===== src/rtl/maj2_sweep_checker_pkg.sv =====
// Shared types and constants for the 2x2-bit exhaustive sweep checker.
// Holds the FSM encoding, vector/response widths and the golden-table slot helper.
package maj2_sweep_checker_pkg;

    localparam int unsigned NUM_VEC = 16;
    localparam int unsigned VEC_W   = 4;
    localparam int unsigned G_W     = 2;
    localparam int unsigned ERR_W   = 5;
    localparam int unsigned SIG_W   = NUM_VEC * G_W;

    typedef enum logic [1:0] {
        StIdle,
        StRun,
        StFin
    } state_e;

    // Extract the 2-bit entry for vector k from a table laid out like the response signature.
    function automatic logic [G_W-1:0] g_slot(input logic [SIG_W-1:0] tab,
                                              input logic [VEC_W-1:0] k);
        return tab[k*G_W +: G_W];
    endfunction

endpackage


===== src/rtl/maj2_vec_gen.sv =====
// Vector index and hold counter: steps k every SETTLE enabled cycles.
// last_hold marks the sample cycle of the current vector; last_vec marks k == 15.
module maj2_vec_gen
    import maj2_sweep_checker_pkg::*;
#(
    parameter int unsigned SETTLE = 2
) (
    input  logic             clk,
    input  logic             rst,
    input  logic             clr,
    input  logic             en,
    output logic [VEC_W-1:0] k,
    output logic             last_hold,
    output logic             last_vec
);

    // Keep at least one bit so SETTLE == 1 still builds a legal counter.
    localparam int unsigned HOLD_W = (SETTLE > 1) ? $clog2(SETTLE) : 1;

    logic [HOLD_W-1:0] hold_q, hold_d;
    logic [VEC_W-1:0]  k_q, k_d;

    assign k         = k_q;
    assign last_hold = (hold_q == HOLD_W'(SETTLE - 1));
    assign last_vec  = (k_q == VEC_W'(NUM_VEC - 1));

    always_comb begin
        hold_d = hold_q;
        k_d    = k_q;
        if (clr) begin
            hold_d = '0;
            k_d    = '0;
        end else if (en) begin
            if (last_hold) begin
                hold_d = '0;
                k_d    = k_q + VEC_W'(1);
            end else begin
                hold_d = hold_q + HOLD_W'(1);
            end
        end
    end

    always_ff @(posedge clk or posedge rst) begin
        if (rst) begin
            hold_q <= '0;
            k_q    <= '0;
        end else begin
            hold_q <= hold_d;
            k_q    <= k_d;
        end
    end

endmodule


===== config.mk =====
export PLATFORM = sky130hd
export DESIGN_NAME = maj2_vec_gen
export DESIGN_NICKNAME = d
export VERILOG_FILES = /design/src/rtl/maj2_sweep_checker_pkg.sv /design/src/rtl/maj2_vec_gen.sv
export SDC_FILE = /design/constraint.sdc
export NUM_CORES = 1
export LEC_CHECK = 0
export BUFFER_PORTS_ARGS = -buffer_cell sky130_fd_sc_hd__buf_2
export CAP_MARGIN = 20
export CELL_PAD_IN_SITES_DETAIL_PLACEMENT = 0
export CELL_PAD_IN_SITES_GLOBAL_PLACEMENT = 2
export CORE_AREA = 2 2 39 41
export CTS_BUF_LIST = sky130_fd_sc_hd__clkbuf_8 sky130_fd_sc_hd__clkbuf_16
export DETAILED_ROUTE_END_ITERATION = 6
export DIE_AREA = 0 0 41 43
export HOLD_SLACK_MARGIN = 0.03
export PLACE_DENSITY_LB_ADDON = 0.1
export SYNTH_ARGS = -nofsm -noshare
export SYNTH_HDL_FRONTEND = slang
export SYNTH_SLANG_ARGS = --single-unit
export TNS_END_PERCENT = 5

===== constraint.sdc =====
create_clock -name clk -period 2.8 [get_ports clk]
set_input_delay 0.56 -clock clk [delete_from_list [all_inputs] [get_ports clk]]
set_output_delay 0.56 -clock clk [all_outputs]
set_load 0.005 [all_outputs]

==> flow_summary.ini, run 1 <==
[outcome]
status = completed

[pwr]
power_uw = 227
p_leak_nw = 0.183
pwr_density_cell_nw_per_um2 = 664
vdd_drop_max_v = 0.000224

[layout]
fill_cells = 150
num-nets-final = 42
final_util = 0.247
drive_gt1_frac = 0.361
syn2layout_area_growth_pct = 47.6
n_antenna_cell = 0

[logic_synthesis]
avgSynthCellArea_sq_um = 10.1
synth.net_count = 28
ys_seq_area_frac = 0.541
ys_seq_elements = 5
ys_warn_count = 0
netlist_area_sq_um = 231
ys_types = 13
synthCells = 23

[cts]
cts-root-buf = clkbuf_8
numCtsBuffers = 3
cts_max_path_buffers = 2
htreeDepth = 1
cts_resized = 0
hold_buffers = 0
cts_tree = yes
path_clk_slew_ns = 0.04
clock_sinks = 5
post-cts-setup-buffers = 0
clk_latency_ns = 0.22

[global_routing]
grt_first_pass_wirelength_um = 959
grt_max_degree = 6
grtUsageTotal = 0.0887
grt_overflow = 0
grt_pass1_vias = 238
antenna_found_initial = 0

[timing]
fin_crit_ns = 1.71
max_freq_mhz = 586
setup_ws_ns = 1.09
skew_ns = 0.00149
hold_viol = 0
period_share = 0.610
setup_violations = 0
finalMaxSlewViolations = 0
worst_pin_slew_ns = 0.213
setup_tns_ns = 0
relSlewSlack = 0.858
rsz0062_at_grt = no

[die]
initial_core_util = 0.167
core_area_sq_um = 1380
die_h_um = 43
rows = 14
fp.dieW_um = 41
io_pins = 10
dieArea_sq_um = 1760

[routing]
drc = 0
drt-total-wl_um = 548
drt_iter0_drc = 5
viasPerCell = 4.00
vias = 208
wire_per_inst_um = 10.5
drtAntennaViolNets = 0
firstDrtPassIters = 3

[worst_setup_path]
slowest_stage = dfrtp_1
required_ns = 2.24
arrival_ns = 1.15
worstSetupStartpointType = flip-flop
crit_type = reg2out
crit_path_cell_trace = ha_1, and3_1, buf_2
rrSetupSlack_ns = 1.71
crit_fanout = 4
endpoint_kind = output pin
slowest_delay_ns = 0.41

[placement]
io_buffer_count = 9
place_ws_ns = 1.32
hpwl_um = 426
place_congestion = 0.674

[worst_hold_path]
hp-class = in2async

[run]
cap_viol_max_count = 0
## registers in the layout, indices dropped and copies added, names as in the netlist
register,flops
k,4
last_hold,1
## kinds of logic (layout without fill, tap and decap cells)
logic type	count (synthesis)	in the layout	share of synthesized area
DFF	5	5	0.541
adders and majority gates	1	1	0.0540
buffers and inverters	1	14	0.0162
xor gates and xnor gates	3	3	0.114
AOI/OAI and AO/OA	3	3	0.0648
and+or+nand+nor	10	10	0.211
## layer usage
layer / track usage / wire length [um]
met2: 0.122 / 263
met1: 0.0912 / 252
met4: 0.100 / 0
met3: 0.0314 / 32
met5: 0 / 0
## per-stage QoR
step / hold slack [ns] / cells / cell area, sq um
floorplan: 0.339 / 23 / 231
global placement: 0.476 / 48 / 297
detailed placement: 0.476 / 48 / 297
CTS: 0.240 / 52 / 342
global route: 0.252 / 52 / 342
finish: 0.236 / 52 / 342
## critical path, delay by kind of cell, from the launching register on
| kind | cells | cell delay (ns) |
|---|---|---|
| buffers and inverters | 1 | 0.12 |
| and+or+nand+nor | 1 | 0.17 |
| adders and majority gates | 1 | 0.23 |
| DFF | 1 | 0.41 |
## cell usage after synthesis
| library cell | number | area [sq um] |
|---|---|---|
| xor2_1 | 2 | 17.5 |
| o21ai_0 | 1 | 5.00 |
| xnor2_1 | 1 | 8.76 |
| nor2_1 | 3 | 11.3 |
| a21oi_1 | 2 | 10.0 |
| nand2_1 | 1 | 3.75 |
| ha_1 | 1 | 12.5 |
| dfrtp_1 | 5 | 125 |
| inv_1 | 1 | 3.75 |
| and3_1 | 1 | 6.26 |
| nand2_2 | 1 | 6.26 |
| nand3_1 | 3 | 15.0 |
| or3_1 | 1 | 6.26 |
## cell type report
cell class	instances	area, sq um	area share
flip-flops and latches	5	125	0.366
multi-input cells	17	103	0.300
repair buffers	9	45.0	0.132
clock buffers	3	41.3	0.121
well taps	16	20.0	0.0586
clock inverters	1	3.75	0.0110
inverters	1	3.75	0.0110
## cells in the final DEF, fill, tap and decap left out
cell	count
dfrtp_1	5
a21oi_1	2
xor2_1	2
and3_1	1
or3_1	1
nand3_1	3
o21ai_0	1
clkbuf_8	3
nand2_1	1
nor2_1	3
nand2_2	1
buf_2	9
ha_1	1
xnor2_1	1
inv_1	2
## report_power, final
| group | switching (mW) | total (mW) | internal, mW |
|---|---|---|---|
| registers | 0.00423 | 0.0799 | 0.0756 |
| logic | 0.00847 | 0.0157 | 0.00727 |
| clock network | 0.0372 | 0.131 | 0.0941 |
| total | 0.0499 | 0.227 | 0.177 |
## final timing paths
check                      depth (start not counted)  endpoint       from
max                                                3  last_vec       k[0]
min                                                2      k[2]        rst
max reg2reg                                        3      k[3]  last_hold
min reg2reg                                        2      k[1]       k[1]
max in group asynchronous                          2      k[1]        rst
min in group clk                                   2      k[3]        clr
No activity file was read; power rests on OpenSTA's default activity.
==> run 2: changes to the inputs <==
clock period = 1.7 ns   (was 2.8 ns; I/O delays follow)
==> run 2 against run 1 <==
Net effect: sequential power is 64% higher; worst setup slack worse by 0.86 ns; hold slack improved by 0.12 ns; clock power increased by 65%; critical path type unchanged; critical endpoint unchanged.
==> flow_summary.ini, run 2 (synthesized netlist as in run 1, its figures left out) <==
[timing]
period_share = 0.865
worst_pin_slew_ns = 0.212
setup_tns_ns = 0
relSlewSlack = 0.858
setup_ws_ns = 0.229
rsz0062_at_grt = no
whs_ns = 0.359
setup_violations = 0
hold_viol = 0
max_freq_mhz = 680
skew_ns = 0.000255
finalMaxSlewViolations = 0
fin_crit_ns = 1.47

[worst_setup_path]
crit_path_cell_trace = ha_1, and3_1, buf_2
r2r-end = k[3]
arrival_ns = 1.13
slowest_stage = dfrtp_1
endpoint_kind = output pin
required_ns = 1.36
crit_fanout = 4
worstSetupStartpointType = flip-flop
startpoint = k[0]
rrSetupSlack_ns = 0.60
rr_worst_depth = 3
r2r-start = last_hold
slowest_delay_ns = 0.40
path_buf_inv = 1
crit_type = reg2out
cpLargestDelayFamily = flip-flops

[worst_hold_path]
min_path_cells = 2
hold_start = clr
min_to = k[3]
hp-class = in2reg

[routing]
drt-total-wl_um = 579
drc = 0
vias = 212
wire_per_inst_um = 10.9
drtAntennaViolNets = 0
drt_iter0_drc = 2
viasPerCell = 4.00
firstDrtPassIters = 4

[global_routing]
grt_overflow = 0
antenna_found_initial = 0
grt_first_pass_wirelength_um = 1100
grtUsageTotal = 0.102
grt_max_degree = 6
grt_pass1_vias = 251

[layout]
regArea_sq_um = 125
final_cell_area_sq_um = 352
num-nets-final = 43
final_common_cell = buf_2
n_antenna_cell = 0
largest_reg_flops = 4
multi_input_area_sq_um = 103
syn2layout_area_growth_pct = 51.9
fill_cells = 166
final_cell_mix = buf_2 (9), dfrtp_1 (5), nand3_1 (3), nor2_1 (3), clkbuf_8 (3)
drive_gt1_frac = 0.351

[cts]
post-cts-setup-buffers = 0
clock_sinks = 5
clk_latency_ns = 0.22
cts-root-buf = clkbuf_8
numCtsBuffers = 3
cts_max_path_buffers = 2
path_clk_slew_ns = 0.04
htreeDepth = 1
cts_tree = yes

[placement]
io_buffer_count = 9
place_ws_ns = 0.454
place_congestion = 0.622
place_area_sq_um = 297

[pwr]
pwr_density_cell_nw_per_um2 = 1070
comb_power_share = 0.075
power_uw = 375
vdd_drop_max_v = 0.000327
p_leak_nw = 0.187
p_sw_frac = 0.219
p_int_uw = 293
seq_power_share = 0.350
clock_power_share = 0.575
netSwitchingPower_uw = 82.0

[die]
dieArea_sq_um = 1760
initial_core_util = 0.167
rows = 14
die_h_um = 43
io_pins = 10
core_area_sq_um = 1380
fp.dieW_um = 41

[run]
cap_viol_max_count = 0

[outcome]
status = completed
[run 2: cell types whose count changed in the layout (fill, tap and decap cells not counted)]
cell and delta:
dlygate4sd3_1 +1
[run 2: how the worst max path moves through the flow]
stage,endpoint,slack [ns],cells after the start
floorplan,last_vec,0.57,2
global placement,last_vec,0.47,3
detailed placement,last_vec,0.45,3
CTS,last_vec,0.21,3
global route,last_vec,0.17,3
finish,last_vec,0.23,3
[run 2: power groups by stage]
stage          Sequential, mW  Combinational [mW]  Clock [mW]
3_3_place_gp            0.133              0.0274           0
4_1_cts                 0.131              0.0289       0.224
2_1_floorplan           0.132              0.0121           0
6_report                0.131              0.0280       0.216
3_5_place_dp            0.133              0.0268           0
5_1_grt                 0.132              0.0329       0.233
[run 2: per-stage QoR]
| step | std cells | utilization |
|---|---|---|
| floorplan | 23 | - |
| global placement | 48 | 0.214 |
| detailed placement | 48 | 0.214 |
| CTS | 53 | 0.254 |
| global route | 53 | 0.254 |
| finish | 53 | 0.254 |
[run 2: final cells by class]
cell class	count	area share
clock buffer	3	0.117
clock inverter	1	0.0107
inverter	1	0.0107
multi-input combinational	17	0.292
sequential	5	0.356
tap	16	0.0569
timing repair buffer	10	0.157
[run 2: per-layer routing]
metal  global-route usage  up-vias  wire length, um
li1                     -      106                -
met1                0.126       96              265
met5                    0        -                0
met4               0.0400        0                0
met2                0.128       10              274
met3               0.0785        0               40
[run 2: repair_timing]
item                      in CTS  in global routing
hold endpoints to repair       5                  0
resized for setup              0                  0
hold buffers                   1                  0
==> run 3: changes to the inputs <==
clock period = 1.8 ns   (was 1.7 ns; I/O delays follow)
==> run 3 against run 2 <==
Net effect: first-iteration DRC count is 100% lower; power shrank 7.2%; sequential power is 5% lower; utilization decreased by 0.72 points.
==> flow_summary.ini, run 3 (synthesized netlist as in run 1, its figures left out) <==
[outcome]
status = completed

[worst_setup_path]
endpoint_kind = output pin
required_ns = 1.44
worstSetupStartpointType = flip-flop
startpoint = k[0]
rrSetupSlack_ns = 0.70
r2r-end = k[3]
crit_type = reg2out
critPathCapture = last_vec
rr_worst_depth = 3
r2r-start = last_hold
arrival_ns = 1.14
crit_fanout = 4

[routing]
drt-total-wl_um = 520
vias = 200
wire_per_inst_um = 10.0
drc = 0
drtAntennaViolNets = 0
drt_iter0_drc = 0
viasPerCell = 3.85
firstDrtPassIters = 1

[die]
io_pins = 10
die_h_um = 43
rows = 14
core_area_sq_um = 1380
fp.dieW_um = 41
initial_core_util = 0.167
dieArea_sq_um = 1760

[timing]
worst_pin_slew_ns = 0.199
relSlewSlack = 0.867
max_freq_mhz = 668
fin_crit_ns = 1.50
hold_viol = 0
skew_ns = 0.00267
period_share = 0.832
setup_tns_ns = 0
finalMaxSlewViolations = 0
setup_violations = 0
setup_ws_ns = 0.303
rsz0062_at_grt = no

[layout]
final_common_cell = buf_2
n_antenna_cell = 0
final_cell_mix = buf_2 (9), dfrtp_1 (5), nand3_1 (3), nor2_1 (3), clkbuf_8 (3)
num-nets-final = 42
drive_gt1_frac = 0.361
largest_reg_flops = 4
fill_cells = 158
final_cell_area_sq_um = 342
syn2layout_area_growth_pct = 47.6
finalNonFillerCells = 52

[cts]
hold_buffers = 0
cts-root-buf = clkbuf_8
cts_resized = 0
path_clk_slew_ns = 0.04
cts_tree = yes
htreeDepth = 1
clock_sinks = 5
clk_latency_ns = 0.22
cts_max_path_buffers = 2
post-cts-setup-buffers = 0
numCtsBuffers = 3

[worst_hold_path]
hp-class = in2async

[global_routing]
grt_overflow = 0
grt_max_degree = 6
grtUsageTotal = 0.0788
grt_first_pass_wirelength_um = 897
antenna_found_initial = 0
grt_pass1_vias = 219

[pwr]
p_leak_nw = 0.183
vdd_drop_max_v = 0.000388
pwr_density_cell_nw_per_um2 = 1020

[placement]
dp_cells = 48
place_ws_ns = 0.528
place_congestion = 0.638
place_area_sq_um = 297
io_buffer_count = 9

[run]
cap_viol_max_count = 0
[run 3: cell types whose count changed in the layout (fill, tap and decap cells not counted), sizes merged]
| cell | delta |
|---|---|
| dlygate4sd3 | -1 |
[run 3: worst min-delay path by stage]
stage,end,slack (ns),startpoint
global route,k[3],0.05,rst
CTS,k[3],0.04,rst
global placement,k[2],0.28,rst
finish,k[3],0.03,rst
detailed placement,k[2],0.27,rst
floorplan,k[0],0.14,rst
[run 3: area by class of cell]
cell class / count / area, sq um / share of cell area
Sequential cell: 5 / 125 / 0.366
Timing Repair Buffer: 9 / 45.0 / 0.132
Clock buffer: 3 / 41.3 / 0.121
Multi-Input combinational cell: 17 / 103 / 0.300
Clock inverter: 1 / 3.75 / 0.0110
Inverter: 1 / 3.75 / 0.0110
Tap cell: 16 / 20.0 / 0.0586
[run 3: worst max-delay path, cell delays in order, from the launching register on]
cell and delay (ns):
dfrtp_1 0.40, ha_1 0.23, and3_1 0.17, buf_2 0.12
[run 3: metal layers]
layer | vias up | track usage | routed length, um | part of all wire
li1 | 102 | - | - | -
met1 | 92 | 0.108 | 234 | 0.45
met2 | 6 | 0.0938 | 247 | 0.48
met4 | 0 | 0.0600 | 0 | 0
met3 | 0 | 0.0314 | 37 | 0.071
met5 | - | 0 | 0 | 0
[run 3: where the power goes]
part | switching [mW] | leakage [nW] | internal (mW)
sequential | 0.00630 | 0.0683 | 0.118
clock | 0.0538 | 0.0269 | 0.146
combinational | 0.0132 | 0.0880 | 0.0112
total | 0.0732 | 0.183 | 0.275
[run 3: through the flow]
stage	power (mW)	util	hold WS [ns]
floorplan	0.137	-	0.139
CTS	0.357	0.247	0.0386
global placement	0.151	0.214	0.277
global route	0.368	0.247	0.0531
detailed placement	0.150	0.214	0.273
finish	0.348	0.247	0.0338
